===== src/rtl/core_pipe_exec_mdu_ctrl_if.sv =====
// ---------------------------------------------------------------------------
// core_pipe_exec_mdu_ctrl_if
//
// This interface bundles every signal between the execute-stage MDU
// sequencer and its two neighbours: the pipeline on one side and the
// multiply/divide unit on the other. Clock and reset are not part of it.
//
// Signals are listed from the sequencer's point of view.
//   pipe_flush              in   abandon any in-flight operation
//   req_valid / req_ready   in/out  request handshake from the pipeline
//   req_op_word             in   32-bit word operation
//   req_op[7:0]             in   one-hot op: mul,mulh,mulhu,mulhsu,div,divu,rem,remu
//   req_rs1 / req_rs2       in   source operands
//   rsp_valid / rsp_ready   out/in  response handshake to the pipeline
//   rsp_rd                  out  result
//   mdu_valid               out  operation request to the MDU
//   mdu_op_word / mdu_op    out  registered operation
//   mdu_rs1 / mdu_rs2       out  registered operands
//   mdu_flush               out  clears the MDU run/done state
//   mdu_ready / mdu_rd      in   MDU completion and result
//   busy                    out  sequencer not idle
//
// Modports:
//   slave  - the sequencer
//   master - the environment (pipeline + MDU)
// ---------------------------------------------------------------------------
interface core_pipe_exec_mdu_ctrl_if #(
  parameter int XLEN = 64
);
  logic            pipe_flush;
  logic            req_valid;
  logic            req_ready;
  logic            req_op_word;
  logic [7:0]      req_op;
  logic [XLEN-1:0] req_rs1;
  logic [XLEN-1:0] req_rs2;
  logic            rsp_valid;
  logic            rsp_ready;
  logic [XLEN-1:0] rsp_rd;
  logic            mdu_valid;
  logic            mdu_op_word;
  logic [7:0]      mdu_op;
  logic [XLEN-1:0] mdu_rs1;
  logic [XLEN-1:0] mdu_rs2;
  logic            mdu_flush;
  logic            mdu_ready;
  logic [XLEN-1:0] mdu_rd;
  logic            busy;

  modport slave (
    input  pipe_flush, req_valid, req_op_word, req_op, req_rs1, req_rs2,
           rsp_ready, mdu_ready, mdu_rd,
    output req_ready, rsp_valid, rsp_rd, mdu_valid, mdu_op_word, mdu_op,
           mdu_rs1, mdu_rs2, mdu_flush, busy
  );

  modport master (
    output pipe_flush, req_valid, req_op_word, req_op, req_rs1, req_rs2,
           rsp_ready, mdu_ready, mdu_rd,
    input  req_ready, rsp_valid, rsp_rd, mdu_valid, mdu_op_word, mdu_op,
           mdu_rs1, mdu_rs2, mdu_flush, busy
  );
endinterface


===== src/rtl/core_pipe_exec_mdu_ctrl.sv =====
// ---------------------------------------------------------------------------
// core_pipe_exec_mdu_ctrl
//
// This block sequences operations between the execute stage and the
// multiply/divide unit. It accepts one request at a time and latches the
// operation and operands. It holds them steady at the MDU until the MDU
// reports ready, then buffers the result until the pipeline takes it. It
// pulses mdu_flush for one cycle so the MDU can re-arm.
//
// Division by zero and signed-division overflow never reach the MDU. Their
// architectural result is produced here, and the response is ready one
// cycle after accept.
//
// Ports:
//   g_clk     in   clock
//   g_resetn  in   asynchronous active-low reset
//   bus       slave view of core_pipe_exec_mdu_ctrl_if
//             (request, response, MDU and flush signals)
// ---------------------------------------------------------------------------
module core_pipe_exec_mdu_ctrl #(
  parameter int XLEN = 64
) (
  input  logic                       g_clk,
  input  logic                       g_resetn,
  core_pipe_exec_mdu_ctrl_if.slave   bus
);

  localparam int XL = XLEN - 1;

  // req_op / mdu_op bit positions
  localparam int OP_DIV  = 4;
  localparam int OP_DIVU = 5;
  localparam int OP_REM  = 6;
  localparam int OP_REMU = 7;

  typedef enum logic [1:0] {
    S_IDLE = 2'd0,
    S_RUN  = 2'd1,
    S_CLR  = 2'd2,
    S_RESP = 2'd3
  } state_t;

  state_t r_state;
  state_t w_state_nxt;

  logic [7:0]  r_mdu_op;
  logic        r_mdu_op_word;
  logic [XL:0] r_mdu_rs1;
  logic [XL:0] r_mdu_rs2;
  logic [XL:0] r_rsp_rd;

  logic        w_req_ready;
  logic        w_accept;
  logic        w_rsp_valid;
  logic        w_mdu_valid;
  logic        w_mdu_flush;
  logic        w_mdu_done;

  logic        w_is_div;
  logic        w_is_sdiv;
  logic        w_is_rem;
  logic        w_rs2_zero;
  logic        w_rs1_min;
  logic        w_rs2_ones;
  logic        w_ovf;
  logic        w_fast;
  logic [XL:0] w_rs1_ext;
  logic [XL:0] w_fast_rd;

  // Sign-extend the low word of a value to the full datapath width.
  function automatic logic [XL:0] f_sext32(input logic [XL:0] v);
    return {{(XLEN-32){v[31]}}, v[31:0]};
  endfunction

  // ---------------------------------------------------------------------
  // Accept and fast-path decode (from the live request)
  // ---------------------------------------------------------------------
  assign w_req_ready = (r_state == S_IDLE) && !bus.pipe_flush;
  assign w_accept    = bus.req_valid && w_req_ready;

  assign w_is_div  = bus.req_op[OP_DIV] | bus.req_op[OP_DIVU] |
                     bus.req_op[OP_REM] | bus.req_op[OP_REMU];
  assign w_is_sdiv = bus.req_op[OP_DIV] | bus.req_op[OP_REM];
  assign w_is_rem  = bus.req_op[OP_REM] | bus.req_op[OP_REMU];

  // Word operations only examine the low 32 bits of the operands.
  assign w_rs2_zero = bus.req_op_word ? (bus.req_rs2[31:0] == 32'h0)
                                      : (bus.req_rs2 == '0);
  assign w_rs1_min  = bus.req_op_word ? (bus.req_rs1[31:0] == 32'h8000_0000)
                                      : (bus.req_rs1 == {1'b1, {XL{1'b0}}});
  assign w_rs2_ones = bus.req_op_word ? (&bus.req_rs2[31:0])
                                      : (&bus.req_rs2);

  assign w_ovf  = w_is_sdiv && w_rs1_min && w_rs2_ones;
  assign w_fast = w_is_div && (w_rs2_zero || w_ovf);

  assign w_rs1_ext = bus.req_op_word ? f_sext32(bus.req_rs1) : bus.req_rs1;

  // A zero divisor and an overflow cannot hold together, because overflow
  // needs rs2 all ones. So the zero check can safely take precedence.
  always_comb begin
    w_fast_rd = '0;
    if (w_rs2_zero) begin
      w_fast_rd = w_is_rem ? w_rs1_ext : '1;
    end else begin
      w_fast_rd = w_is_rem ? '0 : w_rs1_ext;
    end
  end

  // The MDU result is only taken while the sequencer is still waiting for it.
  assign w_mdu_done = (r_state == S_RUN) && bus.mdu_ready && !bus.pipe_flush;

  // ---------------------------------------------------------------------
  // State register
  // ---------------------------------------------------------------------
  always_ff @(posedge g_clk or negedge g_resetn) begin
    if (!g_resetn) begin
      r_state <= S_IDLE;
    end else begin
      r_state <= w_state_nxt;
    end
  end

  // ---------------------------------------------------------------------
  // Next state and handshake outputs
  // ---------------------------------------------------------------------
  always_comb begin
    w_state_nxt = r_state;
    w_rsp_valid = 1'b0;
    w_mdu_valid = 1'b0;
    w_mdu_flush = bus.pipe_flush;

    case (r_state)
      S_IDLE: begin
        if (w_accept) begin
          w_state_nxt = w_fast ? S_RESP : S_RUN;
        end
      end
      S_RUN: begin
        w_mdu_valid = !bus.pipe_flush;
        if (bus.mdu_ready) begin
          w_state_nxt = S_CLR;
        end
      end
      S_CLR: begin
        // The MDU is flushed here whether or not the pipeline takes the
        // result, so the flush pulse is always exactly one cycle.
        w_mdu_flush = 1'b1;
        w_rsp_valid = !bus.pipe_flush;
        w_state_nxt = bus.rsp_ready ? S_IDLE : S_RESP;
      end
      S_RESP: begin
        w_rsp_valid = !bus.pipe_flush;
        if (bus.rsp_ready) begin
          w_state_nxt = S_IDLE;
        end
      end
      default: begin
        w_state_nxt = S_IDLE;
      end
    endcase

    // A pipeline flush overrides every other transition.
    if (bus.pipe_flush) begin
      w_state_nxt = S_IDLE;
    end
  end

  // ---------------------------------------------------------------------
  // Operation/operand latch and result buffer
  // ---------------------------------------------------------------------
  always_ff @(posedge g_clk or negedge g_resetn) begin
    if (!g_resetn) begin
      r_mdu_op      <= '0;
      r_mdu_op_word <= 1'b0;
      r_mdu_rs1     <= '0;
      r_mdu_rs2     <= '0;
      r_rsp_rd      <= '0;
    end else begin
      if (w_accept) begin
        r_mdu_op      <= bus.req_op;
        r_mdu_op_word <= bus.req_op_word;
        r_mdu_rs1     <= bus.req_rs1;
        r_mdu_rs2     <= bus.req_rs2;
      end
      if (w_accept && w_fast) begin
        r_rsp_rd <= w_fast_rd;
      end else if (w_mdu_done) begin
        r_rsp_rd <= bus.mdu_rd;
      end
    end
  end

  // ---------------------------------------------------------------------
  // Output drive
  // ---------------------------------------------------------------------
  assign bus.req_ready   = w_req_ready;
  assign bus.rsp_valid   = w_rsp_valid;
  assign bus.rsp_rd      = r_rsp_rd;
  assign bus.mdu_valid   = w_mdu_valid;
  assign bus.mdu_op_word = r_mdu_op_word;
  assign bus.mdu_op      = r_mdu_op;
  assign bus.mdu_rs1     = r_mdu_rs1;
  assign bus.mdu_rs2     = r_mdu_rs2;
  assign bus.mdu_flush   = w_mdu_flush;
  assign bus.busy        = (r_state != S_IDLE);

  // A request must carry exactly one operation.
  a_req_op_onehot: assert property (
    @(posedge g_clk) disable iff (!g_resetn)
    w_accept |-> $onehot(bus.req_op)
  );

endmodule


===== src/flat_wrapper.sv =====
// flat-port wrapper written by rule: the top's interface ports become plain ports
module core_pipe_exec_mdu_ctrl_flat 
#(
  parameter int XLEN = 64
)
  (g_clk, g_resetn, bus_pipe_flush, bus_req_valid, bus_req_op_word, bus_req_op, bus_req_rs1, bus_req_rs2, bus_rsp_ready, bus_mdu_ready, bus_mdu_rd, bus_req_ready, bus_rsp_valid, bus_rsp_rd, bus_mdu_valid, bus_mdu_op_word, bus_mdu_op, bus_mdu_rs1, bus_mdu_rs2, bus_mdu_flush, bus_busy);
  core_pipe_exec_mdu_ctrl_if #(.XLEN(XLEN)) bus_i ();
  input  logic g_clk;
  input  logic g_resetn;
  input wire logic [$bits(bus_i.pipe_flush)-1:0] bus_pipe_flush;
  input wire logic [$bits(bus_i.req_valid)-1:0] bus_req_valid;
  input wire logic [$bits(bus_i.req_op_word)-1:0] bus_req_op_word;
  input wire logic [$bits(bus_i.req_op)-1:0] bus_req_op;
  input wire logic [$bits(bus_i.req_rs1)-1:0] bus_req_rs1;
  input wire logic [$bits(bus_i.req_rs2)-1:0] bus_req_rs2;
  input wire logic [$bits(bus_i.rsp_ready)-1:0] bus_rsp_ready;
  input wire logic [$bits(bus_i.mdu_ready)-1:0] bus_mdu_ready;
  input wire logic [$bits(bus_i.mdu_rd)-1:0] bus_mdu_rd;
  output wire logic [$bits(bus_i.req_ready)-1:0] bus_req_ready;
  output wire logic [$bits(bus_i.rsp_valid)-1:0] bus_rsp_valid;
  output wire logic [$bits(bus_i.rsp_rd)-1:0] bus_rsp_rd;
  output wire logic [$bits(bus_i.mdu_valid)-1:0] bus_mdu_valid;
  output wire logic [$bits(bus_i.mdu_op_word)-1:0] bus_mdu_op_word;
  output wire logic [$bits(bus_i.mdu_op)-1:0] bus_mdu_op;
  output wire logic [$bits(bus_i.mdu_rs1)-1:0] bus_mdu_rs1;
  output wire logic [$bits(bus_i.mdu_rs2)-1:0] bus_mdu_rs2;
  output wire logic [$bits(bus_i.mdu_flush)-1:0] bus_mdu_flush;
  output wire logic [$bits(bus_i.busy)-1:0] bus_busy;
  assign bus_i.pipe_flush = bus_pipe_flush;
  assign bus_i.req_valid = bus_req_valid;
  assign bus_i.req_op_word = bus_req_op_word;
  assign bus_i.req_op = bus_req_op;
  assign bus_i.req_rs1 = bus_req_rs1;
  assign bus_i.req_rs2 = bus_req_rs2;
  assign bus_i.rsp_ready = bus_rsp_ready;
  assign bus_i.mdu_ready = bus_mdu_ready;
  assign bus_i.mdu_rd = bus_mdu_rd;
  assign bus_req_ready = bus_i.req_ready;
  assign bus_rsp_valid = bus_i.rsp_valid;
  assign bus_rsp_rd = bus_i.rsp_rd;
  assign bus_mdu_valid = bus_i.mdu_valid;
  assign bus_mdu_op_word = bus_i.mdu_op_word;
  assign bus_mdu_op = bus_i.mdu_op;
  assign bus_mdu_rs1 = bus_i.mdu_rs1;
  assign bus_mdu_rs2 = bus_i.mdu_rs2;
  assign bus_mdu_flush = bus_i.mdu_flush;
  assign bus_busy = bus_i.busy;
  core_pipe_exec_mdu_ctrl #(.XLEN(XLEN)) u_core (.g_clk(g_clk), .g_resetn(g_resetn), .bus(bus_i));
endmodule

===== config.mk =====
export PLATFORM = sky130hd
export DESIGN_NAME = core_pipe_exec_mdu_ctrl_flat
export DESIGN_NICKNAME = d
export VERILOG_FILES = /design/src/rtl/core_pipe_exec_mdu_ctrl_if.sv /design/src/rtl/core_pipe_exec_mdu_ctrl.sv /design/src/flat_wrapper.sv
export SDC_FILE = /design/constraint.sdc
export NUM_CORES = 1
export LEC_CHECK = 0
export CORE_UTILIZATION = 35
export CTS_CLUSTER_SIZE = 28
export DETAILED_ROUTE_END_ITERATION = 8
export PLACE_DENSITY = 0.69
export SYNTH_ARGS = -nofsm -noshare
export SYNTH_HDL_FRONTEND = slang
export SYNTH_SLANG_ARGS = --single-unit

===== constraint.sdc =====
create_clock -name g_clk -period 3.8 [get_ports g_clk]
set_clock_uncertainty 0.15 [all_clocks]
set_input_delay 0.57 -clock g_clk [delete_from_list [all_inputs] [get_ports g_clk]]
set_output_delay 0.57 -clock g_clk [all_outputs]
set_load 0.1 [all_outputs]

# ---- Word-level counts from Yosys, hierarchy flattened
# Index checks and enable logic that the tools add are counted.
dict set report totals {
  romBits 0
  latch_bits 0
  word_cells 57
  ff_bits 203
  in_bits 207
  ram_bits 0
  memories 0
  output_inout_bits 206
}
dict set report op_classes {
  multipliers 0
  eq_ne 8
  shift 0
  n_mux 19
  div 0
  n_lt_le_gt_ge 0
  n_bitwise 5
  n_reduce_logical 19
  addsub 0
}
# operator count
set ops {}
lappend ops {{two-way mux 64 bit} 6}
lappend ops {{equality test 64 bit (second input constant)} 1}
lappend ops {{zero test 64 bit} 1}
lappend ops {{AND reduction 64 bit} 1}
lappend ops {{equality test 32 bit (second input constant)} 1}
lappend ops {{zero test 32 bit} 1}
lappend ops {{AND reduction 32 bit} 1}
lappend ops {{two-way mux 2 bit} 6}
lappend ops {{logical AND 1 bit} 8}
lappend ops {{case mux 2 bit (4 select lines)} 1}
lappend ops {{two-way mux 1 bit} 6}
lappend ops {{!= test 3 bit (second input constant)} 2}
lappend ops {{OR 1 bit} 5}
lappend ops {{equality test 2 bit (second input constant)} 2}
lappend ops {{nonzero test 2 bit} 2}
lappend ops {{!= test 3 x 2 -> 1 bit (second input constant)} 1}
lappend ops {{AND reduction 3 bit} 1}
lappend ops {{equality test 2 x 1 -> 1 bit (second input constant)} 1}
lappend ops {{zero test 2 bit} 1}
lappend ops {{OR reduction 2 bit} 1}
lappend ops {{zero test 1 bit} 1}
lappend ops {{logical OR 1 bit} 1}

# ---- Logic depth before layout (Yosys ltp)
# Gate-level depths: netlist of run 1.
dict set report logic_depth {
  ltp_word 10
  mapped_depth 9
  depth_no_buf 7
}

# ---- Least setup slack after synthesis of run 1
# Ideal clock, no wire load.
dict set report synth_path {
  path_kind {input port to output port}
  startpoint {input port bus_pipe_flush}
  endpoint {output port bus_mdu_valid}
  t_required_ns 3.080
  n_path_buf 1
  setup_slack_ns 0.290
  cell_stages 2
  arrival_ns 2.790
  cell_sequence {clkbuf_1 > nor3_1}
}
dict set report synth_via {
  elab_chain_len 2
}
# item line_no
set synth_lines {}
lappend synth_lines {{start: declaration} flat_wrapper.sv:10} ;# input wire logic [$bits(bus_i.pipe_flush)-1:0] bus_pipe_flush;
lappend synth_lines {{zero test 1 bit} core_pipe_exec_mdu_ctrl.sv:140} ;# w_mdu_valid = !bus.pipe_flush;
lappend synth_lines {{two-way mux 1 bit} core_pipe_exec_mdu_ctrl.sv:133} ;# case (r_state)
lappend synth_lines {{end: declaration} flat_wrapper.sv:22} ;# output wire logic [$bits(bus_i.mdu_valid)-1:0] bus_mdu_valid;
# Every way passes these cells.

# ---- Final worst setup path of run 1
dict set report layout_path {
  startpoint {input port bus_req_rs2[53]}
  endpoint {register u_core.r_rsp_rd[27], in the netlist u_core.bus.rsp_rd[27]}
}
dict set report layout_via {
  elab_chain_len 7
  word_cells_on_any_way 11
  classes_between {mux (4); reduce/logical (7)}
}
# item line_no
set layout_lines {}
lappend layout_lines {{start: declaration} flat_wrapper.sv:15} ;# input wire logic [$bits(bus_i.req_rs2)-1:0] bus_req_rs2;
lappend layout_lines {{AND reduction 64 bit} core_pipe_exec_mdu_ctrl.sv:92} ;# : (&bus.req_rs2);
lappend layout_lines {{two-way mux 1 bit} core_pipe_exec_mdu_ctrl.sv:91} ;# assign w_rs2_ones = bus.req_op_word ? (&bus.req_rs2[31:0])
lappend layout_lines {{logical AND 1 bit} core_pipe_exec_mdu_ctrl.sv:94} ;# assign w_ovf = w_is_sdiv && w_rs1_min && w_rs2_ones;
lappend layout_lines {{logical OR 1 bit} core_pipe_exec_mdu_ctrl.sv:95} ;# assign w_fast = w_is_div && (w_rs2_zero || w_ovf);
lappend layout_lines {{logical AND 1 bit} core_pipe_exec_mdu_ctrl.sv:95}
lappend layout_lines {{logical AND 1 bit} core_pipe_exec_mdu_ctrl.sv:186} ;# if (w_accept && w_fast) begin
lappend layout_lines {{two-way mux 64 bit / nonzero test 2 bit (equally long branches)} n/a}
lappend layout_lines {{end signal: assignment} core_pipe_exec_mdu_ctrl.sv:187} ;# r_rsp_rd <= w_fast_rd;
lappend layout_lines {{end signal: assignment} core_pipe_exec_mdu_ctrl.sv:189} ;# r_rsp_rd <= bus.mdu_rd;
lappend layout_lines {{end: declaration} core_pipe_exec_mdu_ctrl.sv:50} ;# logic [XL:0] r_rsp_rd;
# Parallel ways exist; a longest one is shown, timed or not.
# A chain may end at the register's enable or synchronous reset.

==> results of run 1 <==
-- path summary, 6_finish.rpt --
kind	startpoint	to	slack (ns)
worst max-delay path	bus_req_rs2[53]	u_core.bus.rsp_rd[27]	0.41
max in group asynchronous	g_resetn	u_core.bus.mdu_rs1[11]	2.65
worst max register to register	u_core.r_state[1]	u_core.bus.rsp_rd[51]	1.43
worst min-delay path	g_resetn	u_core.bus.mdu_rs2[44]	-0.05
min in group g_clk	u_core.bus.mdu_rs2[45]	u_core.bus.mdu_rs2[45]	0.35
worst min register to register	u_core.bus.mdu_rs2[45]	u_core.bus.mdu_rs2[45]	0.35
-- stage by stage --
step | cells | hold slack, ns
2_1_floorplan | 732 | 0.1244
3_3_place_gp | 1449 | 0.3387
3_5_place_dp | 1449 | 0.3442
4_1_cts | 1489 | 0.001734
5_1_grt | 1489 | 0.04561
6_report | 1492 | -0.04601
-- flip-flops by register name, summed over array words and instances (netlist names) --
register / cells
u_core.bus.mdu_op: 8
u_core.bus.mdu_rs2: 64
u_core.bus.mdu_op_word: 1
u_core.r_state: 2
u_core.bus.rsp_rd: 64
u_core.bus.mdu_rs1: 64
-- metal layers --
layer	routed length (um)	global-route usage, %	share of wire [%]
met2	15790	40.25	48
met5	0	0	0
met3	2519	5.917	7.6
met4	968	7.744	2.9
met1	13740	31.12	42
-- layout make-up --
type,instances,area share [%]
repair buffers,439,30.19
multi-input cells,458,26.08
flip-flops and latches,203,34.90
clock inverters,4,0.4813
inverters,19,0.4899
clock buffers,36,4.977
diodes,3,0.05157
well taps,330,2.837
-- cells by family after synthesis --
kind of cell / Yosys count / share of synthesized area (%)
flops: 203 / 55.59
mux: 197 / 23.47
simple gates: 156 / 9.585
compound gates: 105 / 8.175
buf+inv: 71 / 3.177
-- report_power, final --
part           switching (mW)  internal (mW)
clock                   0.894           1.43
sequential              0.317           2.74
combinational            5.12           1.59
total                    6.33           5.76
-- layout by cell type (no fill, tap or decap), drive strengths merged, types with 2 or more instances in the layout --
cell type      count
a21o               3
a21oi             17
and2               2
buf               33
bufinv             2
clkbuf            36
clkdlybuf4s50    406
clkinv             2
dfrtp            203
diode              3
inv               19
mux2             138
mux2i             59
nand2             23
nand2b             2
nand3              3
nand4             23
nor2              21
nor2b             33
nor3               6
nor4              35
o2111ai           29
o21ai             33
o221a              3
o221ai            17
==> flow_results.org, run 1 <==
** Logic synthesis
- Commonest cells post-synth :: dfrtp_1, mux2_2, mux2i_1
- FFs w/ async S/R, synth :: 100.0%
- Synth area leader :: dfrtp_1
- Fraction of the yosys area taken by sequential cells :: 55.59%
- Commonest register cell after synthesis :: dfrtp_1
- Dominant cell by count in the synthesized netlist :: dfrtp_1
- Mean Syn Cell Area :: 12.48 um2
- Yosys printed 0 warnings.
- The mapped netlist covers 0.009138 mm2.
- When the netlist entered floorplanning its net count stood at 939.
- Number of synthesized register bits :: 203
- Leading cell types by total area after synthesis :: dfrtp_1, mux2_2, mux2i_1
- Cell count after synthesis :: 732
- Share of Yosys cell area claimed by the top area cell type :: 55.59%
- The number of different library cells used by synthesis comes to 37.
- Counting flops with a built-in enable in the synthesized netlist gives 0.

** Floorplanning
- The initialized floorplan defines 58 standard-cell rows.
- In this run the horizontal extent of the chip is 163.6 um.
- For this design the top-level I/O count stands at 413.
- The die is 163.6 um tall.
- Die footprint :: 0.02676 mm2
- The initial utilization of the core area, before any placement, comes to 35.98%.
- Area of the core :: 0.02540 mm2

** Layout
- With fillers left out, the area of the finished cells amounts to 0.01456 mm2.
- For this run, the post-layout net count is 1351.
- Summing all flip-flop and latch instances after layout gives 0.005080 mm2.
- Relative to the synthesized area, the layout overhead comes to 59.30%.
- Fraction of the core area covered by cells at the end of the flow :: 57.31%
- Count of filler cells inserted in the layout :: 2171
- The post-route netlist has 19.07% of its cells at a drive strength greater than 1.
- Area occupied by multi-input gates :: 0.003796 mm2

** Power and ir drop
- For this design the static power due to leakage is 5.956 nW.
- The design draws 12.09 mW.
- PD cells :: 830.8 mW/mm2
- The worst-case IR drop observed on VDD is 0.0006307 V.

** Run status
- The checks that failed: negative hold slack.
- The run finished, with violations left.

** STA
- Worst setup margin :: 0.4141 ns
- Share of the clock period used by the worst path after layout :: 89.10%
- Count of endpoints failing setup in the final report :: 0
- At the pin with the least slew margin, the transition time is 1.197 ns.
- The worst path needs 3.386 ns of the cycle, external delays included.
- Worst-case headroom to the max-slew limit :: 19.80%
- Timing would allow up to 295.3 MHz.
- RSZ-0062 raised after global routing :: false
- The max-slew violation count came to 0.
- In the final timing run, aggregate negative setup slack is 0 ns.
- Minimum hold slack :: -0.04601 ns
- The count of final hold-check violations is 17.

** Routing
- Drt wl/cell :: 22.13 um
- Wires add up to 33020 um.
- For this block, the via count after detailed routing is 7797.
- Vias per cell :: 5.226
- The first detailed-routing pass ran for 6 iterations.
- Drt first-iter violations :: 428
- Remaining number of nets flagged by the antenna check after routing :: 0
- Number of remaining DRC errors :: 0

** CTS
- CTS max path bufs :: 3
- In this run the post-CTS setup repair buffer count came out at 0.
- # clock sinks :: 203
- The later pin in the worst-skew pair is clocked with a latency of 0.50 ns.
- Clock transition time at the flip-flop clock pins of the worst setup and hold paths :: 0.06 ns
- Cells resized by post-CTS repair :: 0
- Clock Root Buffer :: clkbuf_16
- Hold-fix buffers at CTS :: 0
- CTS H-tree depth :: 1
- Num CTS Buffers :: 23
- TritonCTS built the clock tree.

** Global route
- Pin count of the biggest net entering global routing :: 106
- Global routing used 24.30% of the available tracks.
- The initial antenna violation count was 2.
- Vias in the first global route :: 8139
- The first global-routing pass estimated 49370 um of wire.
- The total overflow left after global routing is 0.

** Critical path
- Data on the critical path is required at its endpoint by 4.08 ns.
- For the worst flop-to-flop path, the logic depth is 4.
- Worst-path cell with the longest stage delay :: clkdlybuf4s50_1
- Category of the most critical setup path :: primary input to flip-flop
- Longest individual stage delay on the worst path :: 0.54 ns
- The worst setup path is captured at a flip-flop.
- The worst setup path is launched from a primary input.
- STA puts the critical path data arrival time at 3.66 ns.
- Traced cell by cell, the critical path runs through clkdlybuf4s50_1 -> or4b_1 -> or4_1 -> nor4_1 -> buf_4 -> a21oi_1 -> o31ai_4 -> and2_2 -> buf_12 -> mux2i_1.
- Depth of the critical timing path with buffers and inverters included :: 10
- Of all nets on the critical path, the largest fanout is 29.
- The number of buffers and inverters on the critical path is 3.
- Cell type group with the largest total delay on the critical path :: simple AND/OR/NAND/NOR gates

** Place
- Final RePlAce weighted congestion :: 0.8079
- The wire-length estimate of the detail-placed layout is 24470 um.
- Prior to clock tree synthesis, the placed netlist has a worst setup slack of -0.1429 ns.
- Count of buffers from port buffering :: 412
- After detailed placement, the total cell area comes to 0.01375 mm2.

** Hold path
- Type of the most critical hold path :: primary input to asynchronous set/reset pin

** Job
- Max-capacitance violation count :: 0
No activity file was read; power rests on OpenSTA's default activity.
==> inputs of run 2 (changes only) <==
--- a/config.mk
+++ b/config.mk
@@ -5,10 +5,12 @@
 export SDC_FILE = /design/constraint.sdc
 export NUM_CORES = 1
 export LEC_CHECK = 0
-export CORE_UTILIZATION = 35
+export CELL_PAD_IN_SITES_DETAIL_PLACEMENT = 0
+export CELL_PAD_IN_SITES_GLOBAL_PLACEMENT = 1
+export CORE_UTILIZATION = 34
 export CTS_CLUSTER_SIZE = 28
 export DETAILED_ROUTE_END_ITERATION = 8
-export PLACE_DENSITY = 0.69
+export PLACE_DENSITY_LB_ADDON = 0.1
 export SYNTH_ARGS = -nofsm -noshare
 export SYNTH_HDL_FRONTEND = slang
 export SYNTH_SLANG_ARGS = --single-unit
==> flow_results.org, run 2 (synthesized netlist as in run 1, its figures left out) <==
** Run status
- The flow ran to the end, but the final reports show violations.
- Failing checks :: design-rule violations

** Job
- Max-capacitance violation count :: 0

** CTS
- In this run the clock root is driven by a clkbuf_16.
- Post-CTS timing repair inserted 0 buffers for setup.
- After clock tree synthesis, the clock-pin slew on the worst setup and hold paths is 0.05 ns.
- # clock sinks :: 203
- CTS tree :: yes
- Counting along the longest clock path gives a buffer depth of 3.
- CTS H-tree depth :: 1
- Cells resized by post-CTS repair :: 0
- Insertion delay to the later sink of the worst-skew pair :: 0.52 ns
- The number of clock buffers added by TritonCTS is 25.

** Global route
- Pin count of the biggest net entering global routing :: 93
- Global routing's busiest layer :: met2
- The total overflow left after global routing is 0.
- Vias in the first global route :: 8176
- First-pass GRT wire length :: 50370 um
- Met1 capacity usage during global routing :: 30.65%
- Global routing met3 resource utilization :: 5.696%
- Antenna violations before repair :: 3
- Gr usage total :: 23.63%
- For met2 alone, demand over resource in global routing was 38.78%.

** Layout
- Cells with a size suffix above 1 make up 18.18% of the layout.
- Final std cell area, no fill :: 0.01453 mm2
- Measured on the finished design, the core utilization comes to 55.45%.
- The final layout contains 1346 nets.
- The filler cells instantiated in the layout total 2254.
- Most common cell after layout, fill and taps aside :: clkdlybuf4s50_1
- The library cells used most frequently in the layout, excluding fill and tap cells, are clkdlybuf4s50_1, dfrtp_1, mux2_2.
- From synthesis to final layout, the design area changed by 59.03%.
- Number of standard cells in the layout, taps in and fillers out :: 1493

** Place
- Count of buffers from port buffering :: 412
- In this run, placement finished with an instance count of 1446.
- After legalization and detailed placement, the total HPWL measured 23810 um.
- Place WS :: -0.05000 ns
- The congestion estimate from routability-driven global placement came to 0.7921.
- Once placement finished, the instance area stood at 0.01374 mm2.

** Critical path
- Worst reg2reg setup slack :: 1.52 ns
- For the worst setup path, the data arrival time is 3.57 ns.
- Traced cell by cell, the critical path runs through clkdlybuf4s50_1 -> or4b_1 -> or4_1 -> nor4_1 -> buf_4 -> a21oi_1 -> o31ai_4 -> and2_2 -> buf_4 -> mux2i_1.
- Required time at the endpoint of the critical path :: 4.08 ns
- CP dominant cell by count :: buf_4
- Of all nets on the critical path, the largest fanout is 6.
- On the worst path, the slowest cell contributes a delay of 0.54 ns.
- Path depth of the worst reg2reg path :: 7
- Critical register-to-register path startpoint :: u_core.r_state[0]
- Startpoint type of the worst setup path :: primary input
- Category of the most critical setup path :: primary input to flip-flop
- Capturing element type of the critical path :: flip-flop
- Worst-path cell with the longest stage delay :: or4_1
- R2r endpoint :: u_core.bus.rsp_rd[29]

** Floorplanning
- For this configuration, the core starts out at a cell density of 34.87%.
- Die footprint :: 0.02753 mm2
- IO Pins :: 413
- Horiz. Die Dim :: 165.9 um
- Vertical die dimension :: 165.9 um
- The region available for standard cell placement spans 0.02621 mm2.
- Count of standard-cell rows :: 59

** STA
- FMAX :: 304.1 MHz
- Once routing completed, OpenROAD measured the worst setup slack at 0.5118 ns.
- The count of final hold-check violations came to 0.
- Total count of max-transition violations in the final report :: 0
- In this run the tightest slew margin relative to its limit is 27.80%.
- Count of endpoints failing setup in the final report :: 0
- Hold is met by 0.3519 ns.
- Final Critical Period :: 3.288 ns
- RSZ-0062 raised after global routing :: false
- Final setup TNS :: 0 ns
- Slew at the pin closest to its max-slew limit :: 1.080 ns
- Share of the clock period used by the worst path after layout :: 86.53%

** Routing
- In the routed layout, each cell is associated on average with a via count of 5.112.
- In the routed design, unresolved DRC markers number 23.
- Drt first-iter violations :: 370
- Summing over every cut layer, the via total after detailed routing is 7632.
- 1st-pass router iterations :: 7
- Wires add up to 32620 um.
- Dividing the detail-routed wire length by the instance count gives 21.85 um.
- Remaining number of nets flagged by the antenna check after routing :: 0

** Power and ir drop
- PD cells :: 829.5 mW/mm2
- Across the VDD grid, the largest voltage drop is 0.0005416 V.
- Summed over all cells, the static leakage comes to 5.918 nW.
- Power consumption :: 12.05 mW

** Hold path
- The path with the worst hold slack has its endpoint at u_core.bus.mdu_rs2[50].
- Hold Path Origin :: u_core.bus.mdu_rs2[50]
- Cell count of the worst hold path :: 1
- The tightest min-delay check is of the flip-flop to flip-flop type.
==> run 2: power by group <==
group / switching [mW] / internal (mW)
Sequential: 0.302 / 2.74
Clock: 0.924 / 1.37
Combinational: 5.12 / 1.60
==> run 2: cell type report <==
cell class              count  area, um2  share of cell area [%]
flip-flops and latches    203       5080                   34.96
repair buffers            432       4380                   30.14
multi-input cells         458       3796                   26.12
clock buffers              39      728.2                   5.011
well taps                 335      419.2                   2.884
inverters                  19      71.32                  0.4908
clock inverters             4      48.80                  0.3358
diodes                      3      7.507                 0.05166
==> run 2: worst max path at each step <==
stage,startpoint,to,slack (ns),cells after the start
detailed placement,bus_req_rs1[41],u_core.bus.rsp_rd[29],-0.05,10
floorplan,bus_pipe_flush,bus_mdu_valid,0.29,2
global route,bus_req_rs2[53],u_core.bus.rsp_rd[21],0.35,10
CTS,bus_req_rs1[41],u_core.bus.rsp_rd[29],0.50,10
global placement,bus_req_rs2[53],u_core.bus.rsp_rd[6],0.06,10
finish,bus_req_rs1[41],u_core.bus.rsp_rd[29],0.51,10
==> run 2: per-layer routing <==
metal / wire length [um] / vias to the layer above
met4: 805 / 0
met3: 2250 / 51
li1: - / 3557
met5: 0 / -
met2: 15760 / 271
met1: 13800 / 3753
==> run 2: worst max-delay path, delay by kind of cell <==
family / cells / cell delay [ns]
AOI/OAI and AO/OA: 2 / 0.45
buffers and inverters: 3 / 0.79
muxes: 1 / 0.22
and+or+nand+nor: 4 / 1.54
==> run 2: repair_timing <==
action | in CTS | in global routing
hold buffers | 1 | 0
endpoints found under the setup margin | 0 | 0
endpoints found under the hold margin | 1 | 0
==> inputs of run 3 (changes only) <==
--- a/config.mk
+++ b/config.mk
@@ -5,6 +5,7 @@
 export SDC_FILE = /design/constraint.sdc
 export NUM_CORES = 1
 export LEC_CHECK = 0
+export ABC_CLOCK_PERIOD_IN_PS = 3800
 export CELL_PAD_IN_SITES_DETAIL_PLACEMENT = 0
 export CELL_PAD_IN_SITES_GLOBAL_PLACEMENT = 1
 export CORE_UTILIZATION = 34
==> results of run 3 <==
No change in the layout: final DEF, timing and power equal those of run 2.
==> patch 1, RTL diff (config.mk and constraints of run 3) <==
Encoding of `state_t`: now one-hot (4 bits for 4 states).
--- a/src/rtl/core_pipe_exec_mdu_ctrl.sv
+++ b/src/rtl/core_pipe_exec_mdu_ctrl.sv
@@ -34,9 +34,9 @@
   localparam int OP_REMU = 7;
 
-  typedef enum logic [1:0] {
-    S_IDLE = 2'd0,
-    S_RUN  = 2'd1,
-    S_CLR  = 2'd2,
-    S_RESP = 2'd3
+  typedef enum logic [3:0] {
+    S_IDLE = 4'b0001,
+    S_RUN  = 4'b0010,
+    S_CLR  = 4'b0100,
+    S_RESP = 4'b1000
   } state_t;
 
Behaviour: same outputs for any inputs over 4 cycles, from zero or initial values and one cycle with g_resetn low; so few cycles prove little.
==> patch 1 against run 3 <==
The run ends with hold timing left. Hold slack worse by 410 ps. Final area up 0.15%. Worst setup slack better by 43 ps. Wire length up 0.64%. Total power down 11%. Fmax up 1.3%. Critical path depth down 1. Sequential cell count up 2. First-iteration DRC count up 4.6%. Area after synthesis up 1.2%. Critical endpoint is now u_core.bus.rsp_rd[50]. Largest cell class unchanged. Largest power group unchanged.
==> patch 1: results (changes against run 3) <==
Timing
The final worst hold slack is -59.89 ps (-411.8 ps). The number of hold violations in the final report is 18 (+18).

Power and ir drop
The clock distribution power is 2.15 mW (-7%). The worst ir drop on vdd is 0.0005330 V (-1.6%).

Setup path
The worst setup path startpoint is bus_req_rs2[53]. The signal arrival time at the worst endpoint is 3530 ps (-40 ps). The worst register-to-register path begins at u_core.r_state[3]. Among all stages on the critical path, the largest delay is contributed by clkdlybuf4s50_1. The worst reg-to-reg setup slack was 1280 ps (-240 ps).

Yosys
The area fraction in compound gates after synthesis is 5.872% (-2.3 points). The number of different library cells in the post-synthesis netlist was 42 (+14%). Ranked by total cell area, the synthesized netlist is headed by dfrtp_1, mux2_2, mux2i_1. The post-synthesis average cell area is 12.38 sq um (-0.83%). The proportion of synthesized area in mux cells is 24.95% (+1.5 points).

Placed design
The worst slack at placement is 69.69 ps (+119.7 ps). The HPWL reported at the end of detailed placement was 24.76 mm (+4.0%).

Cells and area
The share of final-layout standard cells stronger than drive strength 1 is 17.55% (-0.63 points). The number of non-clock buffers was 435 (+0.69%). The post-layout net count is 1370 (+1.8%). The number of combinational gates with multiple inputs came to 470 (+2.6%). The clock buffer instance count of the final layout is 37 (-5.1%).

Global routing
The number of global-route vias before repair is 7916 (-3.2%). The pin count of the biggest net entering global routing is 110 (+18%).

Status
The flow ran to the end, but the final reports show violations. The checks that failed: hold timing.
## patch 1: cell types whose count changed after synthesis, sizes merged, moves of 4 or more
cell,run 3,this run
o2111ai,29,0
mux2i,59,82
nand2,23,45
o21ai,33,46
nor2b,33,25
clkbuf,41,35
inv,19,25
mux2,138,132
a21oi,17,12
nand4,23,18
o221ai,17,22
and3,0,4
or4,1,5
## patch 1: critical path, delay by kind of cell
kind | cells | cell delay, ps
and+or+nand+nor | 4 | 1420
buffers and inverters | 2 | 820
muxes | 1 | 240
AOI/OAI and AO/OA | 2 | 440
## patch 1: routing by layer
metal / part of all wire (%) / track usage [%] / wire (microns) / up-vias
li1: - / - / - / 3557
met1: 41 / 28.72 / 13430 / 3727
met2: 49 / 40.13 / 16140 / 281
met3: 7.8 / 7.319 / 2558 / 38
met4: 2.1 / 5.274 / 689 / 2
met5: 0.027 / 0 / 9 / -
==> patch 2, RTL diff (config.mk and constraints of run 3) <==
Made on the original files. `XLEN` is set to 64 in 3 places; all go to 32.
--- a/src/rtl/core_pipe_exec_mdu_ctrl_if.sv
+++ b/src/rtl/core_pipe_exec_mdu_ctrl_if.sv
@@ -26,5 +26,5 @@
 // ---------------------------------------------------------------------------
 interface core_pipe_exec_mdu_ctrl_if #(
-  parameter int XLEN = 64
+  parameter int XLEN = 32
 );
   logic            pipe_flush;
--- a/src/rtl/core_pipe_exec_mdu_ctrl.sv
+++ b/src/rtl/core_pipe_exec_mdu_ctrl.sv
@@ -19,5 +19,5 @@
 // ---------------------------------------------------------------------------
 module core_pipe_exec_mdu_ctrl #(
-  parameter int XLEN = 64
+  parameter int XLEN = 32
 ) (
   input  logic                       g_clk,
--- a/src/flat_wrapper.sv
+++ b/src/flat_wrapper.sv
@@ -2,5 +2,5 @@
 module core_pipe_exec_mdu_ctrl_flat 
 #(
-  parameter int XLEN = 64
+  parameter int XLEN = 32
 )
   (g_clk, g_resetn, bus_pipe_flush, bus_req_valid, bus_req_op_word, bus_req_op, bus_req_rs1, bus_req_rs2, bus_rsp_ready, bus_mdu_ready, bus_mdu_rd, bus_req_ready, bus_rsp_valid, bus_rsp_rd, bus_mdu_valid, bus_mdu_op_word, bus_mdu_op, bus_mdu_rs1, bus_mdu_rs2, bus_mdu_flush, bus_busy);
Ports: changed (6 resized); port bits go from 413 to 221. No check against the original RTL was run, so the function may have changed too.
==> patch 2 against run 3 <==
Area after synthesis is 48% lower. Worst setup slack better by 240 ps. Hold slack worse by 150 ps. Final area decreased by 48%. Sequential cell count is 96 lower. Core utilization grew 0.26 points. First-iteration DRC count down 46%. Wire length decreased by 55%. Total power decreased by 50%. Largest power group unchanged.
==> patch 2: results (changes against run 3) <==
Status
The run finished with clean final reports.

Global routing
The global-route wire length before repair is 23.11 mm (-54%). The number of antenna violations at the first check in global routing is 0 (-3). The pin count of the biggest net entering global routing was 75 (-19%).

The global routing met1 resource utilization is 27.41% (-3.2 points). The number of global-route vias before repair was 4127 (-50%). The global-route usage over all layers is 20.99% (-2.6 points). The met3 capacity usage during global routing came to 5.849% (+0.15 points). The met2 track demand over resource is 32.44% (-6.3 points).

Placed design
The HPWL reported at the end of detailed placement is 10.83 mm (-55%). The global placer's final weighted congestion is 0.7583 (-4.3%). The number of buffer cells added on primary ports was 220 (-47%). The cell count after placement is 755 (-48%).

Power and ir drop
The clock distribution power was 1.03 mW (-55%). The worst ir drop on vdd is 0.0003010 V (-44%). The leakage power is 3.022 nW (-49%). The net switching power is 3.120 mW (-51%). The part of the power in combinational logic came to 56.6% (+0.9 points).

Setup path
The worst reg-to-reg setup slack is 1250 ps (-270 ps). On the critical path, the stage with the largest delay is an instance of nor4_1. The maximum fanout count along the critical path is 18 (+12).

The endpoint identified for the worst register-to-register timing path is u_core.bus.rsp_rd[8]. The worst reg2reg path startpoint is u_core.r_state[0]. The signal arrival time at the worst endpoint is 3110 ps (-460 ps). The cell depth of the worst flop-to-flop path is 5 (-2).

Clock tree
The total of cells resized after clock tree synthesis is 0 (unchanged). The buffer depth of the longest clock path was 2 (-1). The root buffer cell chosen for the clock tree is clkbuf_16. The number of clock buffers inserted by TritonCTS is 9 (-64%). The clock insertion delay at the later pin of the skew report is 340 ps (-180 ps). The clock-pin slew of the registers on the worst-case setup and hold paths is 70 ps (+20 ps). The CTS H-tree depth is 3 (+2). The number of buffers inserted by post-CTS setup repair was 0 (unchanged).

Yosys
The number of different library cells in the post-synthesis netlist is 36 (-2.7%). The Yosys warning count is 0 (unchanged). Ranked by instance count, the synthesized netlist is headed by dfrtp_1, mux2_2, a2bb2oi_1. The post-synthesis average cell area came to 12.76 sq um (+2.2%). Sorting the synthesized cells by area gives the leading types as dfrtp_1, mux2_2, a2bb2oi_1.

The portion of the post-synthesis area used by sequential elements is 55.95% (+0.35 points). The share of the synthesized area in the top cell type is 55.95% (+0.35 points). The net count after synthesis is 486 (-48%).

Detailed routing
The via count of the routed design is 3951 (-48%). The average wire per cell in the routed design is 19.23 microns (-12%). The first-pass iteration count of the detailed router is 4 (-3).

The detailed router used layers up to and including met4. The total wire length is 14.83 mm (-55%). The length of routed met3 wiring is 1.086 mm (-52%). The count of unresolved DRC violations after routing is 0 (-100%). The met2 wire length came to 6.800 mm (-57%). The first-iteration detailed-routing DRC count is 198 (-46%). The total routed wire length on the met1 layer is 6.531 mm (-53%).

Timing
The headroom to the max-slew limit came to 29.84% (+2.0 points). The final worst hold slack is 200.9 ps (-151.1 ps). The final number of max-transition violations came to 0 (unchanged).

Cells and area
The number of inserted diodes is 0 (-3). The post-layout net count is 701 (-48%). The share of final-layout standard cells stronger than drive strength 1 is 19.33% (+1.1 points).

Worst hold path
The worst hold path belongs to the class input pin to asynchronous set/reset pin.
==> patch 2: area by class of cell <==
| cell class | count | area (sq um) |
|---|---|---|
| clock inverters | 4 | 72.57 |
| inverters | 15 | 56.30 |
| fillers | 1173 | 5982 |
| flip-flops and latches | 107 | 2678 |
| clock buffers | 12 | 256.5 |
| multi-input cells | 228 | 1958 |
| repair buffers | 229 | 2282 |
| well taps | 176 | 220.2 |
==> patch 2: worst max-delay path, delay by kind of cell <==
| kind | cells | cell delay, ps |
|---|---|---|
| compound gates | 1 | 240 |
| buf+inv | 1 | 450 |
| simple gates | 4 | 1830 |
==> patch 2: how the worst max path moves through the flow <==
stage                         startpoint               endpoint  slack (ps)  depth (start not counted)
final                     bus_req_rs2[2]   u_core.bus.rsp_rd[8]         750                          6
after global routing      bus_req_rs2[2]   u_core.bus.rsp_rd[8]         720                          6
after CTS                 bus_req_rs2[2]   u_core.bus.rsp_rd[8]         810                          6
after detailed placement  bus_req_rs2[2]  u_core.bus.rsp_rd[22]         440                          6
after global placement    bus_req_rs2[2]   u_core.bus.rsp_rd[8]         440                          6
after floorplan           bus_pipe_flush          bus_mdu_valid         300                          2
==> patch 2: kinds of logic after synthesis <==
group                  Yosys count  synth area share [%]
flip-flops                     107                 55.95
multiplexers                    91                 21.41
buffers and inverters           40                 3.399
AO/OA/AOI/OAI                   76                 11.63
AND/OR/NAND/NOR                 61                 7.608
==> patch 2: metrics by stage <==
stage                     instance area [sq um]  total power [mW]  worst slack (ps)
after floorplan                            4786             4.105             303.6
after global placement                     7194             4.975             435.1
after detailed placement                   7194             5.000             435.3
after CTS                                  7523             6.055             812.9
after global routing                       7523             6.211             715.7
final                                      7523             5.998             747.8
